$ cat src/rtl/cpu_types_pkg.sv
// Shared types for the pipelined MIPS core: machine word, fetch FSM states, PC step.
package cpu_types_pkg;

    typedef logic [31:0] word_t;

    typedef enum logic [1:0] {
        RUN    = 2'd0,
        DRAIN  = 2'd1,
        HALTED = 2'd2
    } fetch_state_t;

    localparam word_t PC_STEP_C = 32'd4;

endpackage

$ cat src/rtl/fetch_perf_ctr.sv
// Fetch performance counters: saturating counts of delivered instructions and redirects.
// Latency: count visible the cycle after the event. Backpressure: none, pure observer.
// Built only when FETCH_PERF_EN is defined.
module fetch_perf_ctr (
    input  logic        CLK,
    input  logic        RST,
    input  logic        fetch_inc,
    input  logic        redirect_inc,
    output logic [31:0] fetch_count,
    output logic [31:0] redirect_count
);

    always_ff @(posedge CLK or posedge RST) begin
        if (RST) begin
            fetch_count    <= '0;
            redirect_count <= '0;
        end else begin
            if (fetch_inc && (fetch_count != '1))
                fetch_count <= fetch_count + 32'd1;
            if (redirect_inc && (redirect_count != '1))
                redirect_count <= redirect_count + 32'd1;
        end
    end

endmodule

$ cat src/rtl/fetch_unit.sv
// IF stage: owns the PC, requests imem words and drives IF/ID enable/flush.
// Latency: a hit is handed to IF/ID the same cycle (1 instr/cycle sequential).
// Backpressure: stall holds the PC with the request open; a miss holds the address until ihit.
// Optional FETCH_PERF_EN adds fetch_count/redirect_count ports.
import cpu_types_pkg::*;

module fetch_unit #(
    parameter word_t PC_INIT = 32'h0000_0000,
    parameter word_t PC_STEP = PC_STEP_C
) (
    input  logic        CLK,
    input  logic        RST,
    output logic        imemREN,
    output logic [31:0] imemaddr,
    input  logic        ihit,
    input  logic        stall,
    input  logic        redirect,
    input  logic [31:0] redirect_pc,
    input  logic        halt,
    output logic        fd_enable,
    output logic        fd_flush,
    output logic [31:0] npc,
    output logic        halted
`ifdef FETCH_PERF_EN
    ,
    output logic [31:0] fetch_count,
    output logic [31:0] redirect_count
`endif
);

    fetch_state_t state, state_nxt;
    word_t        pc, pc_nxt;
    word_t        pend_pc, pend_nxt;

    assign imemREN  = (state != HALTED);
    assign imemaddr = pc;
    assign npc      = pc + PC_STEP;
    assign halted   = (state == HALTED);

    // Enable only for a clean hit in RUN; any higher-priority event turns the slot into a bubble,
    // so enable and flush can never be raised together.
    assign fd_enable = (state == RUN) && !halt && !redirect && !stall && ihit;
    assign fd_flush  = (state == HALTED) || (state == DRAIN) ||
                       ((state == RUN) && (halt || redirect));

    always_comb begin
        state_nxt = state;
        pc_nxt    = pc;
        pend_nxt  = pend_pc;
        case (state)
            RUN: begin
                if (halt) begin
                    state_nxt = HALTED;
                end else if (redirect) begin
                    if (ihit) begin
                        pc_nxt = redirect_pc;
                    end else begin
                        // The miss is still outstanding: keep the address stable until it returns.
                        pend_nxt  = redirect_pc;
                        state_nxt = DRAIN;
                    end
                end else if (!stall && ihit) begin
                    pc_nxt = pc + PC_STEP;
                end
            end
            DRAIN: begin
                if (halt) begin
                    state_nxt = HALTED;
                end else if (ihit) begin
                    pc_nxt    = redirect ? redirect_pc : pend_pc;
                    state_nxt = RUN;
                end else if (redirect) begin
                    pend_nxt = redirect_pc;
                end
            end
            HALTED: begin
                state_nxt = HALTED;
            end
            default: begin
                state_nxt = RUN;
            end
        endcase
    end

    always_ff @(posedge CLK or posedge RST) begin
        if (RST) begin
            state   <= RUN;
            pc      <= PC_INIT;
            pend_pc <= '0;
        end else begin
            state   <= state_nxt;
            pc      <= pc_nxt;
            pend_pc <= pend_nxt;
        end
    end

`ifdef FETCH_PERF_EN
    fetch_perf_ctr u_perf (
        .CLK            (CLK),
        .RST            (RST),
        .fetch_inc      (fd_enable),
        .redirect_inc   (redirect && !halted),
        .fetch_count    (fetch_count),
        .redirect_count (redirect_count)
    );
`endif

endmodule

$ cat config.mk
export PLATFORM = sky130hd
export DESIGN_NAME = fetch_unit
export DESIGN_NICKNAME = d
export VERILOG_FILES = /design/src/rtl/cpu_types_pkg.sv /design/src/rtl/fetch_perf_ctr.sv /design/src/rtl/fetch_unit.sv
export SDC_FILE = /design/constraint.sdc
export NUM_CORES = 1
export LEC_CHECK = 0
export ABC_AREA = 1
export BUFFER_PORTS_ARGS = -buffer_cell sky130_fd_sc_hd__buf_2
export CAP_MARGIN = 5
export CORE_MARGIN = 5
export CORE_UTILIZATION = 55
export CTS_BUF_LIST = sky130_fd_sc_hd__clkbuf_8
export DETAILED_ROUTE_END_ITERATION = 6
export PLACE_DENSITY = 0.94
export SLEW_MARGIN = 10
export SYNTH_ARGS = -nofsm -noshare
export SYNTH_HDL_FRONTEND = slang
export SYNTH_SLANG_ARGS = --single-unit
export TNS_END_PERCENT = 10
$ cat constraint.sdc
create_clock -name CLK -period 2.2 [get_ports CLK]
set_input_delay 0.33 -clock CLK [delete_from_list [all_inputs] [get_ports CLK]]
set_output_delay 0.33 -clock CLK [all_outputs]
set_load 0.02 [all_outputs]
==> results of run 1 <==
-- metrics by stage --
stage / total power, mW / std cells / TNS, ns / setup slack (ns)
6_report: 7.32 / 790 / -0.228 / -0.0717
5_1_grt: 7.76 / 790 / -1.29 / -0.160
4_1_cts: 6.94 / 786 / -0.0269 / -0.0153
3_5_place_dp: 5.77 / 769 / 0 / 0.224
3_3_place_gp: 5.64 / 769 / 0 / 0.292
2_1_floorplan: 4.59 / 576 / 0 / 0.215
-- routing by layer --
| layer | track usage, % | wire [microns] | up-vias |
|---|---|---|---|
| met3 | 7.66 | 1550 | 73 |
| met1 | 37.5 | 4960 | 2041 |
| met2 | 42.2 | 6010 | 361 |
| li1 | - | - | 2025 |
| met4 | 12.3 | 608 | 0 |
| met5 | 0 | 0 | - |
-- report_power, final --
part | leakage [nW] | switching, mW | internal, mW
clock network | 0.103 | 0.511 | 0.579
registers | 0.721 | 0.577 | 1.82
logic | 1.95 | 2.51 | 1.32
-- sequential cells by signal (all words and copies together), names as in the netlist --
signal / cells
imemaddr: 32
pend_pc: 32
state: 2
-- final timing paths --
| kind | start | end | slack (ns) | depth (start not counted) |
|---|---|---|---|---|
| max | imemaddr[2] | npc[24] | -0.07 | 9 |
| min | RST | imemaddr[31] | 0.01 | 2 |
| max reg2reg | state[0] | imemaddr[23] | 0.11 | 9 |
| min reg2reg | pend_pc[31] | pend_pc[31] | 0.50 | 2 |
| max in group asynchronous | RST | imemaddr[4] | 1.54 | 3 |
| min in group CLK | redirect_pc[16] | pend_pc[16] | 0.23 | 3 |
-- what timing repair did --
item                                    in CTS  in global routing
setup buffers                                1                  4
endpoints found under the hold margin        0                  0
endpoints found under the setup margin      18                 24
pin swaps                                    3                  5
gates resized for setup                     16                 47
-- placed cells by master, fill, tap and decap left out, types with 2 or more instances in the layout --
master      synthesis  routed
nor2_2              7       6
buf_6               0       8
a22o_1              2       2
xor2_2              0       4
xor2_1             13       9
buf_4               4      15
ha_1                4       3
buf_12              0       3
nand2_2             1       9
nor2_4              1       9
nand2_4             0       2
a21boi_0            9       9
dfrtp_1            66      58
dfrtp_2             0       8
clkinvlp_4          0       2
clkbuf_8            0      11
buf_2               6      96
a211oi_1           19      18
o21ai_0            21      20
inv_1              73      72
nand3_1            16      14
nand2_1           158     148
a21boi_1            7       7
or2_0               2       2
inv_2               4       6
a21oi_1            33      33
or2_1               5       5
nor2_1             94      87
a22oi_1             5       5
-- cell families after synthesis --
| group | share of synthesized area, % |
|---|---|
| adder cells (fa/ha/maj) | 1.24 |
| AND/OR/NAND/NOR | 29.2 |
| AO/OA/AOI/OAI | 15.6 |
| flip-flops | 40.9 |
| XOR/XNOR | 3.25 |
| buffers and inverters | 9.86 |
-- final cells by class --
class / count / area, sq um / area share (%)
Clock buffer: 11 / 151 / 2.93
Clock inverter: 5 / 53.8 / 1.04
Inverter: 77 / 289 / 5.60
Multi-Input combinational cell: 410 / 2140 / 41.5
Sequential cell: 66 / 1660 / 32.2
Tap cell: 99 / 124 / 2.40
Timing Repair Buffer: 122 / 743 / 14.4
-- worst max-delay path: cells and delay by family (launching register included) --
family,cells,cell delay [ns]
flops,1,0.40
fa+ha+maj,1,0.21
buf+inv,1,0.17
simple gates,7,0.80
==> flow_summary.json, run 1 <==
{
  "status": "complete, but fails checks",
  "violations": "negative setup slack",
  "antenna-diode-count": 0,
  "hold_path_class": "primary input to asynchronous set/reset pin",
  "worstPathArrival_ns": 1.94,
  "drcViolationCount": 0,
  "synth_warnings": 0,
  "first_global_vias": 3986,
  "ys_seq_area_share_pct": 40.9,
  "critical_path.cell_chain": "ha_2, nand2_2, nor2_4, nand2_1, nor2_4, nand2_1, nand2_1, nand2_1, buf_2",
  "synth-edff-count": 0,
  "fillCellCount": 496,
  "vias_per_cell": 5.70,
  "clk_latency_ns": 0.37,
  "setup_ws_ns": -0.0717,
  "endpoint_kind": "output pin",
  "start_util_pct": 55.9,
  "cts_hold_buf": 0,
  "synthFlopType": "dfrtp_1",
  "rsz0062_at_grt": "true",
  "totalWireLength_microns": 13100,
  "root_buffer": "clkbuf_8",
  "powerDensity_nw_per_um2": 1420,
  "ant_nets": 0,
  "cts_buffers": 9,
  "synth_common_cells": "nand2_1 (158), nor2_1 (94), inv_1 (73)",
  "grt_pass1_wl_microns": 19600,
  "drtIter0Drc": 592,
  "syn-instance-count": 576,
  "grt_usage_pct": 27.9,
  "worst_setup_path_start_kind": "register",
  "num_vias": 4500,
  "path_clk_slew_ns": 0.09,
  "syn_nets": 618,
  "worst-endpoint-required_ns": 1.87,
  "synth_area_leaders": "dfrtp_1 (41%), nand2_1 (15%), nor2_1 (8.7%), inv_1 (6.8%), a21oi_1 (4.1%)",
  "avgSynthCellArea_sq_um": 7.01,
  "cts_tree": "done",
  "utilization_pct": 71.6,
  "fmax_ghz": 0.440,
  "finClkSkew_ns": 0.0150,
  "crit_top_cell": "nand2_1",
  "yosysTopAreaCell": "dfrtp_1",
  "layout_min_cycle_time_ns": 2.27,
  "grt_overflow": 0,
  "max_stage_delay_ns": 0.40,
  "numPortBuffers": 105,
  "max_slew_margin_pct": 62.6,
  "dp_hpwl_microns": 8970,
  "netlist_area_sq_um": 4040,
  "wl_per_cell_microns": 16.6,
  "coreArea_sq_um": 7210,
  "antenna_found_initial": 0,
  "ys_types": 36,
  "cts.sinks": 66,
  "drv_slew": 0,
  "synth-seq-cells": 66,
  "die_w_microns": 95.7,
  "grt_start_max_net_pins": 44,
  "htreeDepth": 3,
  "synth_most_common_cell": "nand2_1",
  "finalCritPeriodShare_pct": 103,
  "synth_top_area_share_pct": 40.9,
  "cp_slowest_cell": "dfrtp_1",
  "die_h_microns": 95.7,
  "tightest_slew_ns": 0.560,
  "peakVddDrop_mv": 0.550,
  "nNetsFinal": 728,
  "top_level_ports": 106,
  "leakage_nw": 2.77,
  "area_growth_pct": 28.0,
  "drive_gt1_share_pct": 27.4,
  "setup_viol": 6,
  "die_area_sq_um": 9150,
  "placed_area_sq_um": 4710,
  "fin_hold_ws_ns": 0.0110,
  "crit_fanout": 4,
  "fin_area_sq_um": 5160,
  "worstSetupPathType": "register to output pin",
  "maxCapViolCount": 0,
  "cts_max_path_buffers": 2,
  "dr.pass1.iters": 5,
  "row_count": 31,
  "globalplace.congestion": 0.993,
  "final-hold-violation-count": 0,
  "async_reset_ff_share_pct": 100
}
Power figures use the tool's default switching activity.
==> inputs of run 2 (changes only) <==
--- a/config.mk
+++ b/config.mk
@@ -8,12 +8,14 @@
 export ABC_AREA = 1
 export BUFFER_PORTS_ARGS = -buffer_cell sky130_fd_sc_hd__buf_2
 export CAP_MARGIN = 5
+export CELL_PAD_IN_SITES_DETAIL_PLACEMENT = 0
+export CELL_PAD_IN_SITES_GLOBAL_PLACEMENT = 1
 export CORE_MARGIN = 5
-export CORE_UTILIZATION = 55
+export CORE_UTILIZATION = 39
 export CTS_BUF_LIST = sky130_fd_sc_hd__clkbuf_8
 export DETAILED_ROUTE_END_ITERATION = 6
 export PLACE_DENSITY = 0.94
-export SLEW_MARGIN = 10
+export RECOVER_POWER = 100
 export SYNTH_ARGS = -nofsm -noshare
 export SYNTH_HDL_FRONTEND = slang
 export SYNTH_SLANG_ARGS = --single-unit
==> run 2 against run 1 <==
  * The run still ends with negative setup slack left
  * Flip-flop and latch count unchanged
  * Critical path depth unchanged
  * Worst setup slack got worse by 0.00072 ns
  * Critical endpoint is now npc[26]
  * Largest cell class unchanged
==> flow_summary.json, run 2 (synthesis gave the netlist of run 1 again) <==
{
  "utilization_pct": 51.1,
  "grt_start_max_net_pins": 47,
  "min_from": "redirect_pc[9]",
  "grt_usage_pct": 20.2,
  "drtIter0Drc": 210,
  "cts_tree": "done",
  "setup_viol": 6,
  "die_w_microns": 112,
  "finalCritPeriodShare_pct": 103,
  "fillCellCount": 1004,
  "netSwitchingPower_mw": 3.49,
  "die_area_sq_um": 12500,
  "die_h_microns": 112,
  "drv_slew": 0,
  "ant_nets": 0,
  "reg2reg_depth": 9,
  "clk_latency_ns": 0.36,
  "peakVddDrop_mv": 0.422,
  "pwr-share-clk_pct": 13.5,
  "min_path_cells": 3,
  "max_slew_margin_pct": 47.1,
  "num_vias": 4116,
  "worst-endpoint-required_ns": 1.87,
  "fmax_ghz": 0.440,
  "endpoint_kind": "output pin",
  "sequentialPowerShare_pct": 33.5,
  "finClkSkew_ns": 0.00572,
  "critPathLaunch": "imemaddr[2]",
  "area_growth_pct": 29.5,
  "fin_hold_ws_ns": 0.233,
  "nNetsFinal": 731,
  "path_clk_slew_ns": 0.07,
  "layout_min_cycle_time_ns": 2.27,
  "cts_buffers": 9,
  "numPortBuffers": 105,
  "status": "complete, but fails checks",
  "p_int_mw": 3.66,
  "cts_max_path_buffers": 2,
  "worstPathArrival_ns": 1.94,
  "final_common_cell": "nand2_1",
  "tightest_slew_ns": 0.794,
  "wl_per_cell_microns": 15.0,
  "cp_slowest_cell": "dfrtp_1",
  "reg2reg_to": "imemaddr[18]",
  "hold_path_class": "primary input to register",
  "top_level_ports": 106,
  "r2r_slack_ns": 0.19,
  "powerDensity_nw_per_um2": 1370,
  "layout_common_cells": "nand2_1 (148), nor2_1 (88), buf_2 (86), inv_1 (75), dfrtp_1 (56)",
  "dr.pass1.iters": 4,
  "vias_per_cell": 4.96,
  "worstSetupPathType": "register to output pin",
  "antenna-diode-count": 0,
  "coreArea_sq_um": 10200,
  "row_count": 37,
  "globalplace.congestion": 0.947,
  "final-hold-violation-count": 0,
  "timing.rr.start": "state[0]",
  "critical_path.cell_chain": "ha_2, nand2_2, nor2_4, nand2_4, nor2_4, nand2_1, nand2_1, nand2_2, buf_6",
  "setup_ws_ns": -0.0724,
  "root_buffer": "clkbuf_8",
  "grt_overflow": 0,
  "crit_fanout": 5,
  "htreeDepth": 3,
  "grt_pass1_wl_microns": 20300,
  "cts.sinks": 66,
  "maxCapViolCount": 0,
  "drive_gt1_share_pct": 26.8,
  "pwr-share-comb_pct": 53.0,
  "first_global_vias": 4020,
  "leakage_nw": 2.78,
  "whs_endpoint": "pend_pc[9]",
  "violations": "negative setup slack",
  "rsz0062_at_grt": "true",
  "dp_hpwl_microns": 9380,
  "start_util_pct": 39.5,
  "antenna_found_initial": 0,
  "totalWireLength_microns": 12500,
  "sw_frac_of_total_pct": 48.9,
  "placed_area_sq_um": 4750,
  "drcViolationCount": 0,
  "fin_area_sq_um": 5230,
  "worst_setup_path_start_kind": "register",
  "max_stage_delay_ns": 0.40
}
run 2: cell types whose count changed in the layout (fill, tap and decap cells not counted), sizes merged:
cell / delta
dlygate4sd3: +1
clkinv: +1
bufinv: -1
inv: +1
buf: -6
clkbuf: +9
clkinvlp: -2
run 2: area by class of cell:
type	instances	area [sq um]	area share [%]
clock inverter	4	17.5	0.335
inverter	77	289	5.53
clock buffer	12	165	3.16
tap	136	170	3.26
timing repair buffer	125	733	14.0
sequential	66	1660	31.8
multi-input combinational	410	2190	41.9
run 2: worst max-delay path by stage:
stage	endpoint	depth (start not counted)
after global routing	npc[30]	9
final	npc[26]	9
after CTS	npc[14]	7
after floorplan	imemaddr[0]	1
after detailed placement	imemaddr[18]	9
after global placement	imemaddr[27]	10
run 2: stage by stage:
stage	power (mW)	setup TNS, ns	instances	setup slack [ns]
detailed placement	5.81	0	807	0.126
CTS	6.91	-0.181	825	-0.0476
finish	7.15	-0.318	830	-0.0724
global route	7.70	-2.26	830	-0.187
floorplan	4.59	0	576	0.215
global placement	5.73	0	807	0.202
run 2: routing by layer:
metal / up-vias / GRT usage (%) / wire [microns]
li1: 2027 / - / -
met1: 1925 / 27.3 / 5630
met2: 138 / 31.7 / 5790
met3: 26 / 5.16 / 759
met4: 0 / 6.97 / 299
met5: - / 0 / 0
run 2: repair_timing:
action	in CTS	in global routing
endpoints found under the setup margin	17	49
resized for setup	24	46
hold endpoints to repair	18	0
hold buffers	1	0
pin swaps	4	9
cloned	0	0
setup buffers	1	5
run 2: critical path: cells and delay by family, from the launching register on:
kind	cells	cell delay [ns]
adder cells (fa/ha/maj)	1	0.20
buffers and inverters	1	0.13
AND/OR/NAND/NOR	7	0.85
flip-flops	1	0.40
run 2: power groups by stage:
| stage | Sequential [mW] | Clock [mW] | Combinational, mW |
|---|---|---|---|
| floorplan | 2.56 | 0 | 2.03 |
| finish | 2.39 | 0.966 | 3.79 |
| global route | 2.47 | 1.06 | 4.17 |
| global placement | 2.33 | 0 | 3.40 |
| CTS | 2.35 | 0.988 | 3.57 |
| detailed placement | 2.35 | 0 | 3.46 |
==> inputs of run 3 (changes only) <==
--- a/config.mk
+++ b/config.mk
@@ -6,15 +6,15 @@
 export NUM_CORES = 1
 export LEC_CHECK = 0
 export ABC_AREA = 1
-export BUFFER_PORTS_ARGS = -buffer_cell sky130_fd_sc_hd__buf_2
+export BUFFER_PORTS_ARGS = -buffer_cell sky130_fd_sc_hd__clkbuf_2
 export CAP_MARGIN = 5
 export CELL_PAD_IN_SITES_DETAIL_PLACEMENT = 0
 export CELL_PAD_IN_SITES_GLOBAL_PLACEMENT = 1
 export CORE_MARGIN = 5
-export CORE_UTILIZATION = 39
+export CORE_UTILIZATION = 25
 export CTS_BUF_LIST = sky130_fd_sc_hd__clkbuf_8
 export DETAILED_ROUTE_END_ITERATION = 6
-export PLACE_DENSITY = 0.94
+export PLACE_DENSITY = 0.69
 export RECOVER_POWER = 100
 export SYNTH_ARGS = -nofsm -noshare
 export SYNTH_HDL_FRONTEND = slang
==> run 3 against run 2 <==
  * Sequential share of layout area is 0.29 points lower
  * Cell area is 0.84% higher
  * Power is 0.30% higher
  * The flow still finishes with violations (negative setup slack)
  * Count of clock-buffer cells in the layout is 1 lower
  * Via count is 3.6% lower
  * Utilization is 18 points lower
  * Routed wire length is 8.5% higher
  * Sequential power hardly changed
  * Global-route usage is 5.6 points lower
  * Critical path depth is 2 lower
  * Cell count is 9.8% higher
==> flow_summary.json, run 3 (synthesis gave the netlist of run 1 again) <==
{
  "status": "complete, but fails checks",
  "violations": "negative setup slack",
  "endpoint_kind": "output pin",
  "crit_buf_inv": 1,
  "num_vias": 3968,
  "die_h_microns": 137,
  "drtIter0Drc": 200,
  "reg2reg_to": "imemaddr[18]",
  "ant_nets": 0,
  "utilization_pct": 33.2,
  "cts_tree": "done",
  "first_global_vias": 3887,
  "max_slew_margin_pct": 29.0,
  "grt_usage_pct": 14.7,
  "worst-endpoint-required_ns": 1.87,
  "hold_path_class": "primary input to asynchronous set/reset pin",
  "grt_overflow": 0,
  "met3_usage_pct": 3.31,
  "use_met2_pct": 23.4,
  "crit_fanout": 4,
  "row_count": 46,
  "wl_per_cell_microns": 14.9,
  "finClkSkew_ns": 0.0129,
  "die_area_sq_um": 18800,
  "reg2reg_depth": 10,
  "antenna-diode-count": 0,
  "peakVddDrop_mv": 0.344,
  "grt_start_max_net_pins": 41,
  "worstSetupPathType": "register to output pin",
  "cts_buffers": 9,
  "dp_hpwl_microns": 10400,
  "cp.depth": 7,
  "final-hold-violation-count": 0,
  "cts_hold_buf": 0,
  "coreArea_sq_um": 15900,
  "layout_common_cells": "nand2_1 (151), clkbuf_2 (89), nor2_1 (88), inv_1 (73), dfrtp_1 (57)",
  "grt_pass1_wl_microns": 21300,
  "layout_min_cycle_time_ns": 2.21,
  "cts.sinks": 66,
  "powerDensity_nw_per_um2": 1360,
  "globalplace.congestion": 0.819,
  "drcViolationCount": 0,
  "leakage_nw": 2.79,
  "tightest_slew_ns": 1.07,
  "timing.rr.start": "state[0]",
  "antenna_found_initial": 1,
  "top_level_ports": 106,
  "critPathLaunch": "imemaddr[2]",
  "worstPathArrival_ns": 1.88,
  "grt_use_met1_pct": 19.8,
  "worst_setup_path_start_kind": "register",
  "numPortBuffers": 105,
  "vias_per_cell": 4.36,
  "final_common_cell": "nand2_1",
  "start_util_pct": 25.4,
  "root_buffer": "clkbuf_8",
  "cts_max_path_buffers": 2,
  "area_growth_pct": 30.6,
  "cp_slowest_cell": "dfrtp_1",
  "htreeDepth": 3,
  "critical_path.cell_chain": "ha_2, nand2_2, nor2_4, nand2_2, nor2_4, xor2_1, clkbuf_4",
  "path_clk_slew_ns": 0.08,
  "setup_ws_ns": -0.00556,
  "rsz0062_at_grt": "true",
  "fin_hold_ws_ns": 0.138,
  "nNetsFinal": 732,
  "clk_latency_ns": 0.35,
  "setup_viol": 1,
  "drive_gt1_share_pct": 25.9,
  "max_stage_delay_ns": 0.40,
  "drv_slew": 0,
  "dr.pass1.iters": 4,
  "finalCritPeriodShare_pct": 100,
  "critPathTopFamily": "simple AND/OR/NAND/NOR gates",
  "totalWireLength_microns": 13500,
  "crit_path_end": "npc[16]",
  "die_w_microns": 137,
  "maxCapViolCount": 0,
  "fmax_ghz": 0.453,
  "r2r_slack_ns": 0.25,
  "grt-busiest-layer": "met2"
}
-- run 3: cell count changes in the layout (fill, tap and decap cells not counted), moves of 4 or more --
| cell | delta |
|---|---|
| buf_2 | -83 |
| buf_6 | -5 |
| clkbuf_2 | +87 |
| xor2_1 | +5 |
| xor2_2 | -4 |
-- run 3: worst min path at each step --
stage / from / to / slack (ns) / cells after the start
floorplan: pend_pc[30] / pend_pc[30] / 0.44 / 2
global placement: RST / pend_pc[22] / 0.39 / 2
detailed placement: RST / pend_pc[22] / 0.39 / 2
CTS: RST / imemaddr[30] / 0.01 / 2
global route: RST / imemaddr[26] / 0.22 / 2
finish: RST / imemaddr[26] / 0.14 / 2
-- run 3: metal layers --
metal	vias up	wire, microns
li1	2027	-
met1	1846	6340
met2	79	6330
met3	14	687
met4	2	166
met5	-	11
-- run 3: worst reg2reg max path, cell delays in order (launching register included) --
cell and delay [ns]:
dfrtp_1 0.40, inv_1 0.10, ha_1 0.15, inv_1 0.09
nor2_1 0.14, nand2_1 0.08, nand3_2 0.09, buf_12 0.22
inv_2 0.15, or2_2 0.29, a21boi_0 0.12
-- run 3: what timing repair did --
| item | 4_1_cts | 5_1_grt |
|---|---|---|
| setup buffers | 4 | 3 |
| endpoints found under the hold margin | 0 | 0 |
| gates cloned | 0 | 0 |
| endpoints found under the setup margin | 22 | 23 |
| gates resized for setup | 27 | 31 |
| pin swaps | 5 | 5 |
-- run 3: power by group --
part	internal, mW	leakage [nW]	switching [mW]
combinational	1.31	1.97	2.42
clock	0.580	0.105	0.503
sequential	1.82	0.720	0.534
total	3.71	2.79	3.46
-- run 3: layout make-up --
cell class | count | area (sq um)
timing repair buffer | 126 | 746
sequential | 66 | 1660
inverter | 77 | 289
clock buffer | 11 | 151
tap | 216 | 270
fill | 1765 | 10600
multi-input combinational | 410 | 2100
clock inverter | 5 | 52.6
-- run 3: metrics by stage --
step / TNS, ns / power, mW / instance area, sq um / cells / setup slack [ns]
3_5_place_dp: 0 / 5.87 / 4880 / 888 / 0.134
6_report: -0.00556 / 7.17 / 5270 / 911 / -0.00556
4_1_cts: -0.294 / 7.13 / 5220 / 908 / -0.0656
3_3_place_gp: 0 / 5.86 / 4880 / 888 / 0.186
5_1_grt: -1.11 / 7.74 / 5270 / 911 / -0.125
2_1_floorplan: 0 / 4.59 / 4040 / 576 / 0.215
